[config.mk]
export PLATFORM = sky130hd
export DESIGN_NAME = floor_scroll
export DESIGN_NICKNAME = d
export VERILOG_FILES = /design/src/rtl/floor_scroll.sv
export SDC_FILE = /design/constraint.sdc
export NUM_CORES = 1
export LEC_CHECK = 0
export BUFFER_PORTS_ARGS = -buffer_cell sky130_fd_sc_hd__buf_2
export CORE_MARGIN = 2
export CORE_UTILIZATION = 41
export DETAILED_ROUTE_END_ITERATION = 7
export HOLD_SLACK_MARGIN = 0.12
export SLEW_MARGIN = 5
export SYNTH_ARGS = -nofsm -noshare
export SYNTH_HDL_FRONTEND = slang
export SYNTH_SLANG_ARGS = --single-unit
[constraint.sdc]
create_clock -name clk -period 2.5 [get_ports clk]
set_input_delay 0.375 -clock clk [delete_from_list [all_inputs] [get_ports clk]]
set_output_delay 0.375 -clock clk [all_outputs]
set_load 0.01 [all_outputs]
[src/rtl/floor_scroll.sv]
// Scrolling floor manager: eight floor slots drift down while the slime is
// pinned at the ceiling, and fall off at the bottom to be respawned at the top.

module floor_slot #(
    parameter logic [9:0] X_RST = 10'd0,
    parameter logic [9:0] Y_RST = 10'd0
) (
    input  logic       clk,
    input  logic       rst,
    input  logic       step,
    input  logic       spawn,
    input  logic [9:0] spawn_x,
    output logic [9:0] x,
    output logic [9:0] y,
    output logic       en
);
    // A live slot only scrolls or retires; only a free slot can take a spawn.
    always_ff @(posedge clk or negedge rst) begin
        if (!rst) begin
            x  <= X_RST;
            y  <= Y_RST;
            en <= 1'b1;
        end else if (en && step) begin
            if (y < 10'd479) y <= y + 10'd1;
            else             en <= 1'b0;
        end else if (!en && spawn) begin
            x  <= spawn_x;
            y  <= 10'd0;
            en <= 1'b1;
        end
    end
endmodule

module floor_scroll (
    input  logic        clk,
    input  logic        rst,
    input  logic        clk_vga,
    input  logic        hit_ceiling,
    input  logic [8:0]  time_gap,
    input  logic        slime_die,
    output logic [9:0]  floor_pos_x0,
    output logic [9:0]  floor_pos_x1,
    output logic [9:0]  floor_pos_x2,
    output logic [9:0]  floor_pos_x3,
    output logic [9:0]  floor_pos_x4,
    output logic [9:0]  floor_pos_x5,
    output logic [9:0]  floor_pos_x6,
    output logic [9:0]  floor_pos_x7,
    output logic [9:0]  floor_pos_y0,
    output logic [9:0]  floor_pos_y1,
    output logic [9:0]  floor_pos_y2,
    output logic [9:0]  floor_pos_y3,
    output logic [9:0]  floor_pos_y4,
    output logic [9:0]  floor_pos_y5,
    output logic [9:0]  floor_pos_y6,
    output logic [9:0]  floor_pos_y7,
    output logic [7:0]  enable,
    output logic [15:0] score
);
    localparam int NUM_SLOTS = 8;
    localparam logic [NUM_SLOTS-1:0][9:0] X_RST = {
        10'd160, 10'd360, 10'd40, 10'd520, 10'd200, 10'd450, 10'd100, 10'd300
    };

    logic [15:0]                 lfsr;
    logic [6:0]                  gap_cnt;
    logic                        rate_ok, step, spawn;
    logic [9:0]                  lfsr_lo, spawn_x;
    logic [NUM_SLOTS-1:0]        spawn_sel;
    logic [NUM_SLOTS-1:0][9:0]   pos_x, pos_y;

    // Scroll rate slows as the jump phase advances; out-of-range phases never scroll.
    always_comb begin
        rate_ok = 1'b0;
        if (time_gap >= 9'd1 && time_gap <= 9'd79)
            rate_ok = 1'b1;
        else if (time_gap >= 9'd80 && time_gap <= 9'd159)
            rate_ok = ~time_gap[0];
        else if (time_gap >= 9'd160 && time_gap <= 9'd239)
            rate_ok = (time_gap[1:0] == 2'b00);
        else if (time_gap >= 9'd240 && time_gap <= 9'd319)
            rate_ok = (time_gap[2:0] == 3'b000);
    end

    assign step      = clk_vga && hit_ceiling && !slime_die && rate_ok;
    assign spawn     = clk_vga && !slime_die && (gap_cnt == 7'd60) && !(&enable);
    assign spawn_sel = ~enable & (enable + 8'd1);
    assign lfsr_lo   = lfsr[9:0];
    assign spawn_x   = (lfsr_lo < 10'd580) ? lfsr_lo : lfsr_lo - 10'd580;

    // Free-running LFSR keeps shifting even while the game is frozen.
    always_ff @(posedge clk or negedge rst) begin
        if (!rst) lfsr <= 16'hACE1;
        else      lfsr <= {lfsr[14:0], lfsr[15] ^ lfsr[13] ^ lfsr[12] ^ lfsr[10]};
    end

    always_ff @(posedge clk or negedge rst) begin
        if (!rst) begin
            gap_cnt <= 7'd40;
            score   <= 16'd0;
        end else begin
            if (spawn)
                gap_cnt <= 7'd0;
            else if (step && gap_cnt != 7'd60)
                gap_cnt <= gap_cnt + 7'd1;
            if (step && score != 16'hFFFF)
                score <= score + 16'd1;
        end
    end

    for (genvar i = 0; i < NUM_SLOTS; i++) begin : g_slot
        floor_slot #(
            .X_RST(X_RST[i]),
            .Y_RST(10'(440 - 60 * i))
        ) u_slot (
            .clk     (clk),
            .rst     (rst),
            .step    (step),
            .spawn   (spawn && spawn_sel[i]),
            .spawn_x (spawn_x),
            .x       (pos_x[i]),
            .y       (pos_y[i]),
            .en      (enable[i])
        );
    end

    assign floor_pos_x0 = pos_x[0];
    assign floor_pos_x1 = pos_x[1];
    assign floor_pos_x2 = pos_x[2];
    assign floor_pos_x3 = pos_x[3];
    assign floor_pos_x4 = pos_x[4];
    assign floor_pos_x5 = pos_x[5];
    assign floor_pos_x6 = pos_x[6];
    assign floor_pos_x7 = pos_x[7];
    assign floor_pos_y0 = pos_y[0];
    assign floor_pos_y1 = pos_y[1];
    assign floor_pos_y2 = pos_y[2];
    assign floor_pos_y3 = pos_y[3];
    assign floor_pos_y4 = pos_y[4];
    assign floor_pos_y5 = pos_y[5];
    assign floor_pos_y6 = pos_y[6];
    assign floor_pos_y7 = pos_y[7];
endmodule
==> results.yml, run 1 <==
floorplanning:
  num_io_pins: 198
  die_height_um: 156
  start_util_pct: 41.9
  die-width_um: 156
  die-area_um2: 24500
  core_um2: 22700
  rows: 55
placed_design:
  dpl.cell_count: 1408
  portBuffers: 197
  gp_congestion: 0.785
  post-dp-hpwl_um: 17500
  dpl-instance-area_um2: 11100
  pre_cts_ws_ps: -130
critical_path:
  r2r_cells: 8
  r2r_slack_ps: 180
  endpoint: "g_slot[7].u_slot.y[0]"
  worstReg2RegEnd: "g_slot[7].u_slot.y[0]"
  timing.rr.start: "gap_cnt[0]"
  path_class: "flop to flop"
  crit_path_start_kind: "flop"
  endpoint_kind: "flop"
  crit_start: "gap_cnt[0]"
  worstPathMaxFanout: 7
  required_ps: 2900
  critPathArrivalTime_ps: 2710
routing:
  drtIter0Drc: 454
  antenna_left: 0
  drt-total-wl_um: 24400
  viasPerCell: 5.29
  drt_first_pass_iters: 4
  remaining_drc_errors: 0
  vias: 7671
  wl_per_cell_um: 16.8
power_and_ir_drop:
  vdd_drop_max_v: 0.000399
  leakagePower_nw: 5.55
  power_density_nw_per_um2: 612
cts:
  cts_root_buffer: "clkbuf_16"
  cts_buffer_depth: 3
  h-tree-depth: 1
  clock_latency_ps: 510
  clkTransAtPathRegs_ps: 60
  cts.sinks: 207
  cts_tree: "yes"
  cts_made_buffers: 23
synthesis:
  ys.flop_type: "dfrtp_1"
  syn_avg_cell_area_um2: 10.4
  synth_edf_count: 0
  synth.most_common_cell: "nand2_1"
  async_flop_share_pct: 100
  ys_types: 60
  synth_fp_nets: 942
  synth_common_cells: "nand2_1, dfrtp_1, o21ai_0"
  syn_area_um2: 9520
  synth_top_area_share_pct: 36.8
  ys_seq_elements: 207
  ys_seq_area_share_pct: 55.3
  synth_cells: 916
  yosysWarnings: 0
  yosysTopAreaCell: "dfrtp_1"
  synthTopCellsByArea: "dfrtp_1, dfstp_2, nand2_1, o21ai_0, mux2i_1"
grt:
  grt_pass1_wl_um: 39500
  antenna_found_initial: 0
  grt_pass1_vias: 7486
  grt_overflow: 0
  grt_max_degree: 73
  grt_usage_pct: 19.9
final_layout:
  nets: 1175
  layout-drive-gt1-share_pct: 33.6
  post-route-util_pct: 52.3
  areaGrowthSynthToFinish_pct: 24.7
  fillCellCount: 2115
  fin_cells: 1451
  antenna-diode-count: 0
  fin_area_um2: 11900
timing:
  layout_min_cycle_time_ps: 2320
  hold_violations: 0
  fin_crit_sh_pct: 92.7
  worst_pin_slew_ps: 611
  drv_slew: 0
  relSlewSlack_pct: 59.1
  finalWorstSetupSlack_ps: 183
  fmax_ghz: 0.432
  rsz0062_at_grt: "false"
  skew_ps: 14.6
  setup_viol: 0
min_path:
  min_path_type: "input pin to async pin"
run:
  maxCapViolCount: 0
status:
  status: "finished clean"
[cells by family (layout without fill, tap and decap cells)]
logic type	count (synthesis)	in the layout	share of synthesized area, %
simple gates	366	366	19.0
fa+ha+maj	12	12	1.58
buf+inv	60	310	3.07
flops	207	207	55.3
xor+xnor	23	23	2.12
compound gates	201	201	13.8
mux	47	47	5.11
[layout by cell type (no fill, tap or decap), types with 9 or more instances in the layout]
cell / Yosys / final
nand4_1: 28 / 28
mux2_2: 13 / 13
a31oi_1: 13 / 13
buf_2: 3 / 196
xnor2_1: 19 / 19
clkbuf_16: 0 / 23
a21oi_1: 32 / 32
inv_1: 15 / 15
dfrtp_1: 140 / 140
nand2_1: 158 / 158
mux2i_1: 34 / 34
nor3_1: 26 / 26
and2_1: 12 / 12
or2_2: 10 / 10
nor2_1: 42 / 42
ha_1: 12 / 12
o21ai_0: 79 / 79
dfstp_2: 67 / 67
buf_4: 11 / 52
o2bb2ai_1: 34 / 34
nand3_1: 34 / 34
a32o_1: 9 / 9
[registers in the layout, indices dropped and copies added (netlist names)]
| name | cells |
|---|---|
| score | 16 |
| gap_cnt | 7 |
| lfsr | 16 |
| g_slot.u_slot.x | 80 |
| g_slot.u_slot.y | 80 |
| g_slot.u_slot.en | 8 |
[power by group]
group          switching, mW  total, mW  internal [mW]
clock network           1.35       3.48           2.13
logic                  0.193      0.322          0.129
registers             0.0532       3.46           3.41
[layer usage]
layer / part of all wire [%] / up-vias / global-route usage, %
met3: 5.7 / 28 / 4.74
li1: - / 3757 / -
met2: 46 / 172 / 32.2
met5: 0 / - / 0
met1: 47 / 3714 / 27.4
met4: 2.1 / 0 / 4.50
[repair_timing]
item | 4_1_cts | 5_1_grt
buffers inserted | 0 | 0
hold buffers | 1 | 0
endpoints found under the hold margin | 34 | 0
setup endpoints to repair | 0 | 11
resized for setup | 0 | 2
[worst max-delay path: stages, from the launching register on]
cell	delay, ps
dfrtp_1	370
inv_1	60
ha_1	130
and3b_1	230
nand3_1	130
buf_4	170
or4_1	560
a21boi_1	260
mux2_2	310
[worst min-delay path by stage]
stage / start / end / slack (ps) / cells past startpoint
2_1_floorplan: rst / g_slot[0].u_slot.x[0] / 80 / 0
3_3_place_gp: rst / g_slot[3].u_slot.y[4] / 330 / 1
3_5_place_dp: rst / g_slot[3].u_slot.y[4] / 330 / 1
4_1_cts: rst / gap_cnt[2] / 360 / 2
5_1_grt: rst / g_slot[7].u_slot.y[1] / 380 / 2
6_report: rst / g_slot[3].u_slot.y[4] / 360 / 2
[per-stage QoR]
step | setup TNS [ps] | total power [mW] | hold slack (ps)
after floorplan | 0 | 3.65 | 79.4
final | 0 | 7.27 | 359
after global routing | 0 | 7.56 | 376
after detailed placement | -1960 | 3.85 | 328
after CTS | 0 | 7.37 | 361
after global placement | -836 | 3.84 | 331
[area by class of cell]
class	instances	area (µm²)	share of cell area (%)
Clock inverter	7	114	0.958
Timing Repair Buffer	253	1460	12.2
Tap cell	285	357	3.00
Clock buffer	35	661	5.56
Inverter	15	56.3	0.474
Multi-Input combinational cell	649	3970	33.4
Sequential cell	207	5260	44.3
No activity file was read; power rests on OpenSTA's default activity.
==> inputs of run 2 (changes only) <==
Settings changed: BUFFER_PORTS_ARGS -buffer_cell sky130_fd_sc_hd__buf_2 to default, DONT_BUFFER_PORTS from default to 1.
==> run 2 against run 1 <==
Effect of this change: the run now ends with hold timing left; first-iteration DRC count is 24% lower; clock power hardly changed; sequential power hardly changed; critical path depth stayed put.
==> results.yml, run 2 (same netlist as run 1, synthesis figures left out) <==
status:
  status: "finished, violations left"
  violations: "hold timing"
critical_path:
  required_ps: 2890
  endpoint_kind: "flop"
  worstPathMaxFanout: 7
  critical_path.max_stage_delay_ps: 600
  worstReg2RegEnd: "g_slot[7].u_slot.y[0]"
  r2r_cells: 8
  r2r_slack_ps: 130
  crit_path_start_kind: "flop"
  critPathArrivalTime_ps: 2760
  path_class: "flop to flop"
  cp_slowest_cell: "or4_1"
  timing.rr.start: "gap_cnt[0]"
  cp_cell_sequence: "inv_1, ha_1, and3b_1, nand3_1, buf_4, or4_1, a21boi_1, mux2_2"
grt:
  antenna_found_initial: 0
  grt_pass1_wl_um: 37700
  grt_usage_pct: 19.1
  grt_overflow: 0
  grt_max_degree: 208
  grt_pass1_vias: 6753
run:
  maxCapViolCount: 0
cts:
  h-tree-depth: 1
  cts_root_buffer: "clkbuf_16"
  cts_tree: "yes"
  cts_made_buffers: 23
  cts_buffer_depth: 3
  clkTransAtPathRegs_ps: 60
  clock_latency_ps: 510
  cts.sinks: 207
routing:
  remaining_drc_errors: 0
  drt-total-wl_um: 23500
  drtIter0Drc: 344
  viasPerCell: 5.51
  wl_per_cell_um: 19.0
  drt_first_pass_iters: 5
  antenna_left: 0
  vias: 6824
power_and_ir_drop:
  swShare_pct: 21.6
  power_density_nw_per_um2: 665
  pwr-share-seq_pct: 48.6
  p_int_mw: 5.62
  leakagePower_nw: 4.42
  p_switching_mw: 1.55
  combPwrFrac_pct: 2.5
  vdd_drop_max_v: 0.000412
  pwr-share-clk_pct: 48.9
floorplanning:
  core_um2: 22700
  num_io_pins: 198
  die-width_um: 156
  rows: 55
  start_util_pct: 41.9
  die_height_um: 156
  die-area_um2: 24500
timing:
  fin_crit_sh_pct: 94.9
  setup_viol: 0
  skew_ps: 14.2
  hold_violations: 207
  relSlewSlack_pct: 47.7
  layout_min_cycle_time_ps: 2370
  fmax_ghz: 0.421
  fin_tns_setup_ps: 0
  rsz0062_at_grt: "true"
  drv_slew: 0
  worst_pin_slew_ps: 781
  holdWs_ps: -432
placed_design:
  post-dp-hpwl_um: 16300
  gp_congestion: 0.793
  portBuffers: 0
final_layout:
  post-route-util_pct: 47.5
  reg_top3: "g_slot.u_slot.x (80), g_slot.u_slot.y (80)"
  final_cell_mix: "nand2_1, dfrtp_1, o21ai_0"
  areaGrowthSynthToFinish_pct: 13.2
  layout-drive-gt1-share_pct: 19.7
  nets: 963
  antenna-diode-count: 0
  layout_commonest_cell: "nand2_1"
min_path:
  min_path_type: "input pin to async pin"
[run 2: cell count changes in the layout (fill, tap and decap cells not counted), moves of 4 or more]
cell and delta:
buf_2 -196, buf_4 -13, clkinv_2 +4, clkbuf_1 -6
[run 2: power groups by stage]
stage	sequential (mW)	combinational (mW)	clock (mW)
floorplan	3.54	0.111	0
global placement	3.54	0.169	0
detailed placement	3.54	0.177	0
CTS	3.48	0.177	3.62
global route	3.49	0.199	3.73
finish	3.48	0.176	3.51
[run 2: layer usage]
layer	vias up	wire length (µm)	global-route usage (%)
met5	-	0	0
li1	3320	-	-
met2	195	10800	30.4
met1	3284	10200	25.3
met4	0	318	3.76
met3	25	2190	6.98
[run 2: stage by stage]
stage | power, mW | std cells | worst slack [ps] | hold slack [ps] | cell area (µm²)
2_1_floorplan | 3.65 | 916 | 223 | 79.4 | 9520
3_3_place_gp | 3.71 | 1195 | -35.3 | 84.5 | 9960
3_5_place_dp | 3.72 | 1195 | -95.4 | 84.5 | 9960
4_1_cts | 7.28 | 1237 | 61.6 | -457 | 10800
5_1_grt | 7.42 | 1239 | -10.2 | -456 | 10800
6_report | 7.17 | 1239 | 127 | -432 | 10800
[run 2: repair_timing]
item                                    CTS  global route
hold endpoints to repair                207           207
resized for setup                         0             2
endpoints found under the setup margin    0            24
setup buffers                             0             2
[run 2: how the worst max path moves through the flow]
stage / start / endpoint / slack (ps) / cells after the start
floorplan: time_gap[1] / gap_cnt[1] / 220 / 8
global placement: time_gap[1] / g_slot[0].u_slot.y[0] / -40 / 7
detailed placement: time_gap[1] / g_slot[0].u_slot.y[2] / -100 / 7
CTS: g_slot[2].u_slot.en / g_slot[6].u_slot.x[2] / 60 / 6
global route: lfsr[2] / g_slot[2].u_slot.x[5] / -10 / 10
finish: gap_cnt[0] / g_slot[7].u_slot.y[0] / 130 / 8
[run 2: cell type report]
class,count,area (µm²)
multi-input cells,649,3980
clock buffers,29,638
flip-flops and latches,207,5260
fillers,2111,11900
inverters,15,56.3
clock inverters,13,150
well taps,285,357
repair buffers,41,333
[run 2: worst max-delay path, delay by kind of cell (launching register included)]
| family | cells | cell delay, ps |
|---|---|---|
| and+or+nand+nor | 3 | 940 |
| buffers and inverters | 2 | 220 |
| AOI/OAI and AO/OA | 1 | 270 |
| DFF | 1 | 370 |
| muxes | 1 | 330 |
| adders and majority gates | 1 | 130 |
